<file path="config.mk">
export PLATFORM = sky130hd
export DESIGN_NAME = fp_sig_mul_seq
export DESIGN_NICKNAME = d
export VERILOG_FILES = /design/src/rtl/fp_mul_pkg.sv /design/src/rtl/fp_sig_mul_seq.sv
export SDC_FILE = /design/constraint.sdc
export NUM_CORES = 1
export LEC_CHECK = 0
export ABC_AREA = 1
export ABC_CLOCK_PERIOD_IN_PS = 4500
export CORE_ASPECT_RATIO = 1.4
export CORE_MARGIN = 10
export CORE_UTILIZATION = 45
export DETAILED_ROUTE_END_ITERATION = 12
export PLACE_DENSITY = 0.76
export SLEW_MARGIN = 40
export SYNTH_ARGS = -nofsm -noshare
export SYNTH_HDL_FRONTEND = slang
export SYNTH_SLANG_ARGS = --single-unit
</file>
<file path="constraint.sdc">
create_clock -name clk -period 4.5 [get_ports clk]
set_input_delay 1.125 -clock clk [delete_from_list [all_inputs] [get_ports clk]]
set_output_delay 1.125 -clock clk [all_outputs]
set_load 0.01 [all_outputs]
</file>
<file path="src/rtl/fp_mul_pkg.sv">
`default_nettype none
// ============================================================================
//  Module      : fp_mul_pkg
//  Description : Shared types and helpers for the floating-point multiplier
//                family (state encoding, counter width helper).
//  Revision    : 1.0  initial release
// ============================================================================
package fp_mul_pkg;

  // Control states of the sequential significand multiplier
  typedef enum logic [1:0] {
    IDLE = 2'd0,
    RUN  = 2'd1,
    DONE = 2'd2
  } mul_state_t;

  // Iteration counter width for an NSIG-bit stored fraction
  function automatic int cnt_width(input int nsig);
    return $clog2(nsig + 2);
  endfunction

endpackage
`default_nettype wire

</file>
<file path="src/rtl/fp_sig_mul_seq.sv">
`default_nettype none
// ============================================================================
//  Module      : fp_sig_mul_seq
//  Description : Radix-2 shift-add sequential multiplier for (NSIG+1)-bit
//                unsigned significands. Produces the exact 2*NSIG+2 bit
//                product after NSIG+1 iterations, valid/ready on both sides.
//  Revision    : 1.0  initial release
// ============================================================================
module fp_sig_mul_seq
  import fp_mul_pkg::*;
#(
  parameter int NEXP = 8,
  parameter int NSIG = 23
) (
  input  logic              clk,
  input  logic              rst,
  input  logic              in_valid,
  output logic              in_ready,
  input  logic [NSIG:0]     A,
  input  logic [NSIG:0]     B,
  output logic              out_valid,
  input  logic              out_ready,
  output logic [2*NSIG+1:0] Z,
  output logic              busy
);

  localparam int SW = NSIG + 1;
  localparam int PW = 2 * NSIG + 2;
  localparam int CW = cnt_width(NSIG);
  localparam logic [CW-1:0] LAST_STEP = CW'(NSIG);

  // The exponent width only has to be sane; the datapath never uses it
  if (NEXP < 1) begin : g_nexp_check
    $error("fp_sig_mul_seq: NEXP must be at least 1");
  end

  mul_state_t     state, state_next;
  logic [CW-1:0]  cnt;
  logic [PW-1:0]  prod;
  logic [SW-1:0]  mcand;
  logic [PW-1:0]  z_hold;

  logic           accept;
  logic           zero_op;
  logic           last_step;
  logic [SW:0]    addend;
  logic [SW:0]    sum;
  logic [PW-1:0]  step_next;

  assign in_ready  = (state == IDLE) || ((state == DONE) && out_ready);
  assign accept    = in_valid && in_ready;
  assign zero_op   = (A == '0) || (B == '0);
  assign last_step = (cnt == LAST_STEP);
  assign out_valid = (state == DONE);
  assign busy      = (state == RUN);
  assign Z         = z_hold;

  // One shift-add step: conditional add into the high half, carry kept, shift right
  assign addend    = prod[0] ? {1'b0, mcand} : '0;
  assign sum       = {1'b0, prod[PW-1:SW]} + addend;
  assign step_next = {sum, prod[SW-1:1]};

  // State register
  always_ff @(posedge clk or posedge rst) begin
    if (rst) state <= IDLE;
    else     state <= state_next;
  end

  // Next-state logic
  always_comb begin
    state_next = state;
    case (state)
      IDLE:    if (accept) state_next = RUN;
      RUN:     if (last_step) state_next = DONE;
      DONE:    if (out_ready) state_next = in_valid ? RUN : IDLE;
      default: state_next = IDLE;
    endcase
  end

  // Datapath: operand capture, iteration, result hold.
  // A zero operand loads a cleared register with the counter already at the
  // last step, so a single idle step lands in DONE with a zero product.
  always_ff @(posedge clk or posedge rst) begin
    if (rst) begin
      cnt    <= '0;
      prod   <= '0;
      mcand  <= '0;
      z_hold <= '0;
    end else if (accept) begin
      if (zero_op) begin
        mcand <= '0;
        prod  <= '0;
        cnt   <= LAST_STEP;
      end else begin
        mcand <= A;
        prod  <= {{SW{1'b0}}, B};
        cnt   <= '0;
      end
    end else if (state == RUN) begin
      prod <= step_next;
      cnt  <= cnt + CW'(1);
      if (last_step) z_hold <= step_next;
    end
  end

endmodule
`default_nettype wire

</file>
After elaboration in Yosys (flattened, before gate mapping)
Cells that the tools add are included.
W data, S select, Z words.

storage, ports and cells
  logic and storage cells = 37
  register bits after elaboration = 127
  input bits = 52
  output and inout bits = 51

cells by class
  equal/unequal tests = 6
  add/sub/neg operators = 2
  reductions and logical operators = 10
  multiplexer cells = 13
  bitwise gates (word level) = 1

operators by type and width
  operator               count
  $mux W48               2
  $mux W24               3
  $logic_not A24 Y1      2
  $add A24 B24 Y25       1
  $mux W5                3
  $mux W2                3
  $pmux W2 S3            1
  $reduce_and A3 Y1      2
  $add A5 B1 Y5 const B  1
  $eq A5 B5 Y1 const B   1
  $ne A2 B1 Y1 const B   2
  $eq A2 B1 Y1 const B   1
  $eq A2 B2 Y1 const B   1
  $logic_and A1 B1 Y1    2
  $logic_not A2 Y1       1
  $logic_or A1 B1 Y1     2
  $ne A2 B2 Y1 const B   1
  $reduce_bool A2 Y1     1
  $mux W1                1
  $not A1 Y1             1

Longest topological paths before layout
Gate-level depths: netlist of the first run.

  depth in word-level cells = 6
  mapped depth = 17
  gate-level depth less buffers = 15

Worst setup path after synthesis of the first run
Ideal clock, no wire load.

  path type = input to output
  start = input out_ready
  end = output in_ready
  path buffers = 0
  data required time = 3.375 ns
  arrival = 1.297 ns
  cell stages on the path = 2
  slack = 2.078 ns
  cells stage by stage = nor2_2 -> nor2_2

on the way
  longest elaborated chain between the ends = 2

RTL lines
  element              RTL line              source
  from (decl)          fp_sig_mul_seq.sv:22  input logic out_ready,
  $logic_and A1 B1 Y1  fp_sig_mul_seq.sv:50  assign in_ready = (state == IDLE) || ((state == DONE) && out_ready);
  $logic_or A1 B1 Y1   fp_sig_mul_seq.sv:50
  to (decl)            fp_sig_mul_seq.sv:18  output logic in_ready,

Every way passes these cells.

Worst setup path in the final report of the first run
Same ends and word-level chain as after synthesis.

==> flow_metrics.env, run 1 <==
export IMPL_run_status="finished, final reports clean"
export IMPL_grt_pass1_wl_um=32700
export IMPL_dr_total_vias=6599
export IMPL_max_stage_delay_ns=0.55
export IMPL_fmax_mhz=293
export IMPL_synthXorXnorAreaFrac_pct=1.11
export IMPL_synth_top_family_by_area="simple AND/OR/NAND/NOR gates"
export IMPL_cts_tree="done"
export IMPL_coreArea_mm2=0.0155
export IMPL_clk_pin_slew_worst_paths_ns=0.06
export IMPL_design_die_area_mm2=0.0213
export IMPL_routabilityCongestion=0.945
export IMPL_max_slew_margin_rel_pct=44.2
export IMPL_finalSetupTns_ns=0
export IMPL_layout_commonest_cell="nand2_1"
export IMPL_clock_latency_ns=0.42
export IMPL_p_per_area_mw_per_mm2=667
export IMPL_avgSynthCellArea_um2=7.07
export IMPL_htree_levels=4
export IMPL_worstPathRequired_ns=3.38
export IMPL_worstMarginPinSlew_ns=0.838
export IMPL_drc_errors=0
export IMPL_first_global_vias=6733
export IMPL_drv_cap=0
export IMPL_drt_pass1_iter_count=5
export IMPL_cts_sinks=127
export IMPL_syn2layout_area_growth_pct=23.7
export IMPL_path_max_fanout=2
export IMPL_worst_setup_path_start_kind="primary input"
export IMPL_syn_inst=1008
export IMPL_cts_made_buffers=17
export IMPL_ios=103
export IMPL_cts_path_max_buffers=2
export IMPL_drt_initial_drc_count=351
export IMPL_final_layout_size_suffix_gt1_share_pct=4.58
export IMPL_port_buffers=102
export IMPL_grtUsageTotal_pct=18.5
export IMPL_synth_compound_area_share_pct=4.53
export IMPL_netlist_area_mm2=0.00712
export IMPL_finalSetupViolCount=0
export IMPL_crit_arrival_ns=2.28
export IMPL_wl_per_cell_um=14.8
export IMPL_synthTopCellsByArea="dfrtp_1, nand2_1, nand3_1"
export IMPL_ys_warn_count=0
export IMPL_fin_crit_sh_pct=75.7
export IMPL_ys_seq_area_share_pct=44.6
export IMPL_start_util_pct=45.8
export IMPL_synth_distinct_cells=30
export IMPL_muxShareOfSynthArea_pct=0
export IMPL_crit_family="buffers and inverters"
export IMPL_crit_buf_inv=2
export IMPL_finalClockSkew_ns=0.00954
export IMPL_num_rows=54
export IMPL_hold_class="reg -> reg"
export IMPL_routed_via_density=5.04
export IMPL_fin_crit_ns=3.41
export IMPL_crit_chain="clkdlybuf4s50_1 -> nor2_2 -> nor2_2 -> clkdlybuf4s50_1"
export IMPL_final_antenna_net_count=0
export IMPL_grt_start_max_net_pins=128
export IMPL_cp_end_kind="primary output"
export IMPL_syn_nets=1086
export IMPL_dp_hpwl_um=14300
export IMPL_synthAdderAreaFrac_pct=4.67
export IMPL_diodes=0
export IMPL_rsz0062_at_grt="no"
export IMPL_final_cell_mix="nand2_1, dfrtp_1, inv_1"
export IMPL_peakVddDrop_v=0.000292
export IMPL_hold_viol=0
export IMPL_fin_cells=1310
export IMPL_cts_root_buf="clkbuf_16"
export IMPL_synth_top_cell_by_area="dfrtp_1"
export IMPL_dp_cells=1278
export IMPL_finalNetCount=1179
export IMPL_hold_buffers=0
export IMPL_p_leak_nw=4.65
export IMPL_drt_wl_total_um=19400
export IMPL_slew_viol_final=0
export IMPL_overflow=0
export IMPL_crit_type="in -> out"
export IMPL_post_cts_resize_count=0
export IMPL_die_height_um=169
export IMPL_synth_top_area_share_pct=44.6
export IMPL_ys_seq_elements=127
export IMPL_dieWidth_um=126
export IMPL_cts_setup_buffers=0
export IMPL_antenna_found_initial=0
export IMPL_synth_simple_area_share_pct=36.5
export IMPL_critPathSlowestCell="clkdlybuf4s50_1"
-- path summary, 6_finish.rpt --
check | from | end | slack (ns) | depth (start not counted)
min reg2reg | Z[16] | Z[16] | 0.47 | 2
max in group asynchronous | rst | prod[35] | 2.73 | 3
min in group asynchronous | rst | Z[15] | 1.20 | 3
max | out_ready | in_ready | 1.09 | 4
min | Z[16] | Z[16] | 0.47 | 2
max reg2reg | prod[0] | Z[47] | 1.70 | 14
-- kinds of logic (layout without fill, tap and decap cells) --
kind of cell,after synthesis,after routing
compound gates,61,61
xor+xnor,9,9
fa+ha+maj,26,26
buf+inv,148,254
flops,127,127
simple gates,637,637
-- per-stage QoR --
stage | worst slack [ns] | util [%] | total power [mW] | hold WS, ns | cell area [µm²]
floorplan | 1.81 | - | 3.76 | 0.449 | 7130
finish | 1.09 | 56.7 | 5.88 | 0.468 | 8810
global placement | 1.09 | 53.2 | 4.55 | 0.453 | 8270
global route | 1.05 | 56.7 | 6.38 | 0.490 | 8810
detailed placement | 1.07 | 53.2 | 4.62 | 0.457 | 8270
CTS | 1.08 | 56.7 | 5.90 | 0.474 | 8810
-- report_power, final --
part | leakage, nW | internal [mW] | switching, mW
logic | 2.79 | 1.05 | 1.62
clock network | 0.247 | 0.710 | 0.554
registers | 1.62 | 1.62 | 0.330
total | 4.65 | 3.38 | 2.50
-- cells in the mapped netlist (all sizes together) --
| library cell | instances |
|---|---|
| nand2 | 449 |
| o221ai | 1 |
| o21ai | 42 |
| nor4 | 1 |
| clkbuf | 12 |
| a22oi | 1 |
| o211ai | 2 |
| nand3 | 99 |
| nor3 | 3 |
| nand4 | 9 |
| or2 | 2 |
| dfrtp | 127 |
| ha | 25 |
| nor2 | 65 |
| xnor2 | 6 |
| nand3b | 9 |
| a21oi | 14 |
| fa | 1 |
| inv | 113 |
| buf | 23 |
| o31ai | 1 |
| xor2 | 3 |
-- registers in the layout, indices dropped and copies added, names as in the netlist --
register,cells
Z,48
cnt,5
mcand,24
prod,48
state,2
-- final cells by class --
class / count / area [µm²]
timing repair buffer: 109 / 1090
sequential: 127 / 3180
multi-input combinational: 733 / 3330
clock inverter: 14 / 110
tap: 196 / 245
clock buffer: 18 / 429
inverter: 113 / 432
fill: 1476 / 6730
-- worst register-to-register path: cells and delay by family (launching register included) --
kind                       cells  cell delay, ns
and+or+nand+nor               10            0.99
DFF                            1            0.89
adders and majority gates      2            0.51
AOI/OAI and AO/OA              1            0.26
buffers and inverters          1            0.09
-- metal layers --
metal | global-route usage [%] | wire length (µm) | up-vias
li1 | - | - | 3331
met1 | 19.5 | 7560 | 3045
met2 | 32.8 | 9880 | 179
met3 | 6.13 | 1370 | 44
met4 | 8.24 | 633 | 0
met5 | 0 | 0 | -
(Power assumes the default switching activity.)
==> inputs of run 2 (changes only) <==
--- a/config.mk
+++ b/config.mk
@@ -6,7 +6,7 @@
 export NUM_CORES = 1
 export LEC_CHECK = 0
 export ABC_AREA = 1
-export ABC_CLOCK_PERIOD_IN_PS = 4500
+export ABC_CLOCK_PERIOD_IN_PS = 2950
 export CORE_ASPECT_RATIO = 1.4
 export CORE_MARGIN = 10
 export CORE_UTILIZATION = 45
==> constraint.sdc (replaced) <==
create_clock -name clk -period 2.95 [get_ports clk]
set_input_delay 0.7375 -clock clk [delete_from_list [all_inputs] [get_ports clk]]
set_output_delay 0.7375 -clock clk [all_outputs]
set_load 0.01 [all_outputs]
==> run 2 against run 1 <==
Power up 53%. Via count up 0.39%. Hold slack better by 0.0011 ns. First-iteration DRC count up 1.4%.
==> flow_metrics.env, run 2 (synthesis results as in run 1) <==
export IMPL_run_status="finished, final reports clean"
export IMPL_r2r_start="prod[0]"
export IMPL_drt_pass1_iter_count=5
export IMPL_finalClockSkew_ns=0.0106
export IMPL_use_met2_pct=32.7
export IMPL_cp_end_kind="primary output"
export IMPL_hold_class="reg -> reg"
export IMPL_slew_viol_final=0
export IMPL_fmax_mhz=380
export IMPL_final_cell_mix="nand2_1, dfrtp_1, inv_1"
export IMPL_port_buffers=102
export IMPL_critPathSlowestCell="clkdlybuf4s50_1"
export IMPL_overflow=0
export IMPL_hold_viol=0
export IMPL_met3_usage_pct=5.60
export IMPL_first_global_vias=6637
export IMPL_p_leak_nw=4.70
export IMPL_rsz0062_at_grt="no"
export IMPL_cts_setup_buffers=0
export IMPL_coreArea_mm2=0.0155
export IMPL_cts_tree="done"
export IMPL_dr_total_vias=6625
export IMPL_rrSetupSlack_ns=0.49
export IMPL_finalSetupTns_ns=0
export IMPL_grtUsageTotal_pct=18.8
export IMPL_post_cts_resize_count=0
export IMPL_wl_per_cell_um=15.0
export IMPL_cts_root_buf="clkbuf_16"
export IMPL_p_per_area_mw_per_mm2=1020
export IMPL_path_max_fanout=2
export IMPL_drt_wl_total_um=19700
export IMPL_htree_levels=4
export IMPL_antenna_found_initial=0
export IMPL_crit_chain="clkdlybuf4s50_1 -> nor2_2 -> nor2_2 -> clkdlybuf4s50_1"
export IMPL_holdPathStages=2
export IMPL_dieWidth_um=126
export IMPL_diodes=0
export IMPL_finalSetupViolCount=0
export IMPL_clk_pin_slew_worst_paths_ns=0.05
export IMPL_grt_pass1_wl_um=33000
export IMPL_totalPowerFinal_mw=9.02
export IMPL_peakVddDrop_v=0.000484
export IMPL_clock_latency_ns=0.41
export IMPL_final_antenna_net_count=0
export IMPL_syn2layout_area_growth_pct=24.7
export IMPL_num_rows=54
export IMPL_worstHoldStart="Z[4]"
export IMPL_fin_crit_ns=2.63
export IMPL_max_slew_margin_rel_pct=54.3
export IMPL_hold_buffers=0
export IMPL_design_die_area_mm2=0.0213
export IMPL_worstPathRequired_ns=2.21
export IMPL_r2r_cells=14
export IMPL_drv_cap=0
export IMPL_min_to="Z[4]"
export IMPL_drc_errors=0
export IMPL_cts_path_max_buffers=2
export IMPL_grt_start_max_net_pins=60
export IMPL_routabilityCongestion=0.926
export IMPL_finalNetCount=1185
export IMPL_max_stage_delay_ns=0.55
export IMPL_grt_use_met1_pct=20.9
export IMPL_cts_sinks=127
export IMPL_worstMarginPinSlew_ns=0.685
export IMPL_grt_most_used_layer="met2"
export IMPL_routed_via_density=5.05
export IMPL_final_layout_size_suffix_gt1_share_pct=4.66
export IMPL_layout_commonest_cell="nand2_1"
export IMPL_fin_crit_sh_pct=89.3
export IMPL_crit_type="in -> out"
export IMPL_crit_arrival_ns=1.90
export IMPL_start_util_pct=45.8
export IMPL_cts_made_buffers=17
export IMPL_dp_hpwl_um=14800
export IMPL_die_height_um=169
export IMPL_worst_setup_path_start_kind="primary input"
export IMPL_drt_initial_drc_count=356
export IMPL_r2r_end="Z[47]"
export IMPL_ios=103
[run 2: power breakdown]
group	total, mW	internal, mW	switching [mW]
combinational	4.15	1.64	2.51
clock	1.91	1.18	0.729
sequential	2.97	2.47	0.495
total	9.02	5.29	3.73
[run 2: area by class of cell]
class | instances | area (µm²)
clock buffer | 22 | 464
clock inverter | 7 | 65.1
fill | 1475 | 6660
inverter | 113 | 430
multi-input combinational | 733 | 3330
sequential | 127 | 3180
tap | 196 | 245
timing repair buffer | 115 | 1170
[run 2: per-stage QoR]
stage               cell area (µm²)  std cells  worst slack (ns)  hold slack, ns  utilization [%]
finish                         8880       1313             0.317           0.469             57.2
global route                   8880       1313             0.227           0.490             57.2
CTS                            8880       1313             0.307           0.471             57.2
detailed placement             8350       1284             0.309           0.458             53.8
global placement               8350       1284             0.318           0.454             53.7
floorplan                      7130       1008             0.645           0.449                -
[run 2: routing by layer]
layer / wire (µm) / vias up
met5: 0 / -
met4: 586 / 0
met3: 1150 / 39
met2: 10000 / 176
met1: 7990 / 3068
li1: - / 3342
[run 2: critical path, delay by kind of cell]
family	cells	cell delay, ns
buf+inv	2	1.02
simple gates	2	0.14
[run 2: worst max-delay path by stage]
stage	start	endpoint	depth (start not counted)
floorplan	rst	Z[0]	1
global placement	out_ready	in_ready	4
detailed placement	out_ready	in_ready	4
CTS	out_ready	in_ready	4
global route	prod[0]	prod[47]	14
finish	out_ready	in_ready	4
==> inputs of run 3 (changes only) <==
--- a/config.mk
+++ b/config.mk
@@ -7,11 +7,13 @@
 export LEC_CHECK = 0
 export ABC_AREA = 1
 export ABC_CLOCK_PERIOD_IN_PS = 2950
+export CELL_PAD_IN_SITES_DETAIL_PLACEMENT = 0
+export CELL_PAD_IN_SITES_GLOBAL_PLACEMENT = 2
 export CORE_ASPECT_RATIO = 1.4
 export CORE_MARGIN = 10
-export CORE_UTILIZATION = 45
+export CORE_UTILIZATION = 28
 export DETAILED_ROUTE_END_ITERATION = 12
-export PLACE_DENSITY = 0.76
+export PLACE_DENSITY = 0.82
 export SLEW_MARGIN = 40
 export SYNTH_ARGS = -nofsm -noshare
 export SYNTH_HDL_FRONTEND = slang
==> run 3 against run 2 <==
Die area rose by 51%. First-iteration DRC count fell by 18%. Fmax rose by 0.15%. Global-route usage fell by 4.2 points. Largest power group unchanged.
==> flow_metrics.env, run 3 (synthesis results as in run 1) <==
export IMPL_fin_crit_sh_pct=89.1
export IMPL_finalClockSkew_ns=0.00951
export IMPL_worstPathRequired_ns=2.21
export IMPL_holdPathStages=2
export IMPL_grt_pass1_wl_um=37800
export IMPL_routabilityCongestion=0.840
export IMPL_drt_initial_drc_count=293
export IMPL_r2r_end="Z[43]"
export IMPL_hold_viol=0
export IMPL_final_layout_size_suffix_gt1_share_pct=5.00
export IMPL_coreArea_mm2=0.0252
export IMPL_ios=103
export IMPL_r2r_start="prod[0]"
export IMPL_max_slew_margin_rel_pct=50.7
export IMPL_crit_type="in -> out"
export IMPL_grtUsageTotal_pct=14.7
export IMPL_cts_path_max_buffers=2
export IMPL_cts_sinks=127
export IMPL_rrSetupSlack_ns=0.39
export IMPL_peakVddDrop_v=0.000465
export IMPL_p_seq_share_pct=31.8
export IMPL_design_die_area_mm2=0.0323
export IMPL_clk_pin_slew_worst_paths_ns=0.06
export IMPL_drt_pass1_iter_count=5
export IMPL_first_global_vias=6999
export IMPL_slew_viol_final=0
export IMPL_final_cell_mix="nand2_1, dfrtp_1, inv_1"
export IMPL_die_height_um=209
export IMPL_layout_commonest_cell="nand2_1"
export IMPL_num_rows=69
export IMPL_final_antenna_net_count=0
export IMPL_final_cell_area_mm2=0.00910
export IMPL_hold_slack_ns=0.469
export IMPL_start_util_pct=28.3
export IMPL_dpl_cell_area_mm2=0.00853
export IMPL_dp_hpwl_um=17200
export IMPL_nFillCells=2740
export IMPL_cts_tree="done"
export IMPL_hold_buffers=0
export IMPL_worstHoldStart="Z[1]"
export IMPL_htree_levels=4
export IMPL_p_per_area_mw_per_mm2=1020
export IMPL_p_leak_nw=4.74
export IMPL_syn2layout_area_growth_pct=27.8
export IMPL_cts_setup_buffers=0
export IMPL_p_int_mw=5.41
export IMPL_crit_arrival_ns=1.89
export IMPL_cp_end_kind="primary output"
export IMPL_finalSetupTns_ns=0
export IMPL_r2r_cells=13
export IMPL_finalNetCount=1186
export IMPL_overflow=0
export IMPL_dieWidth_um=155
export IMPL_worstMarginPinSlew_ns=0.738
export IMPL_drv_cap=0
export IMPL_worst_setup_path_start_kind="primary input"
export IMPL_p_clk_share_pct=22.9
export IMPL_totalPowerFinal_mw=9.29
export IMPL_hold_class="reg -> reg"
export IMPL_run_status="finished, final reports clean"
export IMPL_antenna_found_initial=0
export IMPL_min_to="Z[1]"
export IMPL_wl_per_cell_um=15.9
export IMPL_routed_via_density=4.50
export IMPL_pwr_share_comb_pct=45.3
export IMPL_p_sw_share_pct=41.8
export IMPL_p_sw_mw=3.88
export IMPL_drc_errors=0
export IMPL_fmax_mhz=380
export IMPL_finalSetupViolCount=0
export IMPL_fin_crit_ns=2.63
export IMPL_dr_total_vias=6487
export IMPL_port_buffers=102
export IMPL_clock_latency_ns=0.43
export IMPL_post_cts_resize_count=0
export IMPL_grt_start_max_net_pins=44
export IMPL_cts_made_buffers=17
export IMPL_drt_wl_total_um=22800
export IMPL_diodes=0
export IMPL_path_max_fanout=2
export IMPL_post_route_util_pct=36.1
export IMPL_cts_root_buf="clkbuf_16"
export IMPL_rsz0062_at_grt="no"
[run 3: cell count changes in the layout (fill, tap and decap cells not counted), sizes merged]
cell | previous run | this run
clkinv | 4 | 6
buf | 13 | 14
bufinv | 1 | 2
[run 3: per-stage QoR]
stage                     setup WS [ns]  cells
after CTS                         0.308   1440
after detailed placement          0.309   1408
final                             0.321   1440
after global placement            0.297   1408
after floorplan                   0.645   1008
after global routing              0.130   1440
[run 3: power groups by stage]
stage          Clock [mW]  Combinational, mW  Sequential [mW]
2_1_floorplan           0               2.82             2.92
5_1_grt              2.24               4.88             3.06
3_3_place_gp            0               4.25             2.97
3_5_place_dp            0               4.28             2.98
6_report             2.12               4.21             2.95
4_1_cts              2.19               4.30             2.96
[run 3: cell type report]
cell class	instances	area [µm²]	area share, %
clock inverter	10	113	1.24
inverter	113	428	4.70
sequential	127	3180	34.9
clock buffer	22	464	5.10
tap	319	399	4.38
multi-input combinational	733	3330	36.6
timing repair buffer	116	1190	13.1
[run 3: how the worst max path moves through the flow]
stage          startpoint  endpoint  slack, ns  cells after the start
2_1_floorplan         rst      Z[0]       0.65                      1
3_3_place_gp        A[20]   prod[4]       0.30                      9
3_5_place_dp    out_ready  in_ready       0.31                      4
4_1_cts         out_ready  in_ready       0.31                      4
5_1_grt           prod[0]     Z[43]       0.13                     13
6_report        out_ready  in_ready       0.32                      4
[run 3: critical path: stages]
cell and delay (ns):
clkdlybuf4s50_1 0.47, nor2_2 0.05, nor2_2 0.09, clkdlybuf4s50_1 0.55
[run 3: layer usage]
metal	GRT usage (%)	up-vias	part of all wire, %
met2	26.5	119	52
li1	-	3339	-
met4	4.90	0	1.8
met1	16.1	3009	41
met3	3.80	20	4.8
met5	0	-	0
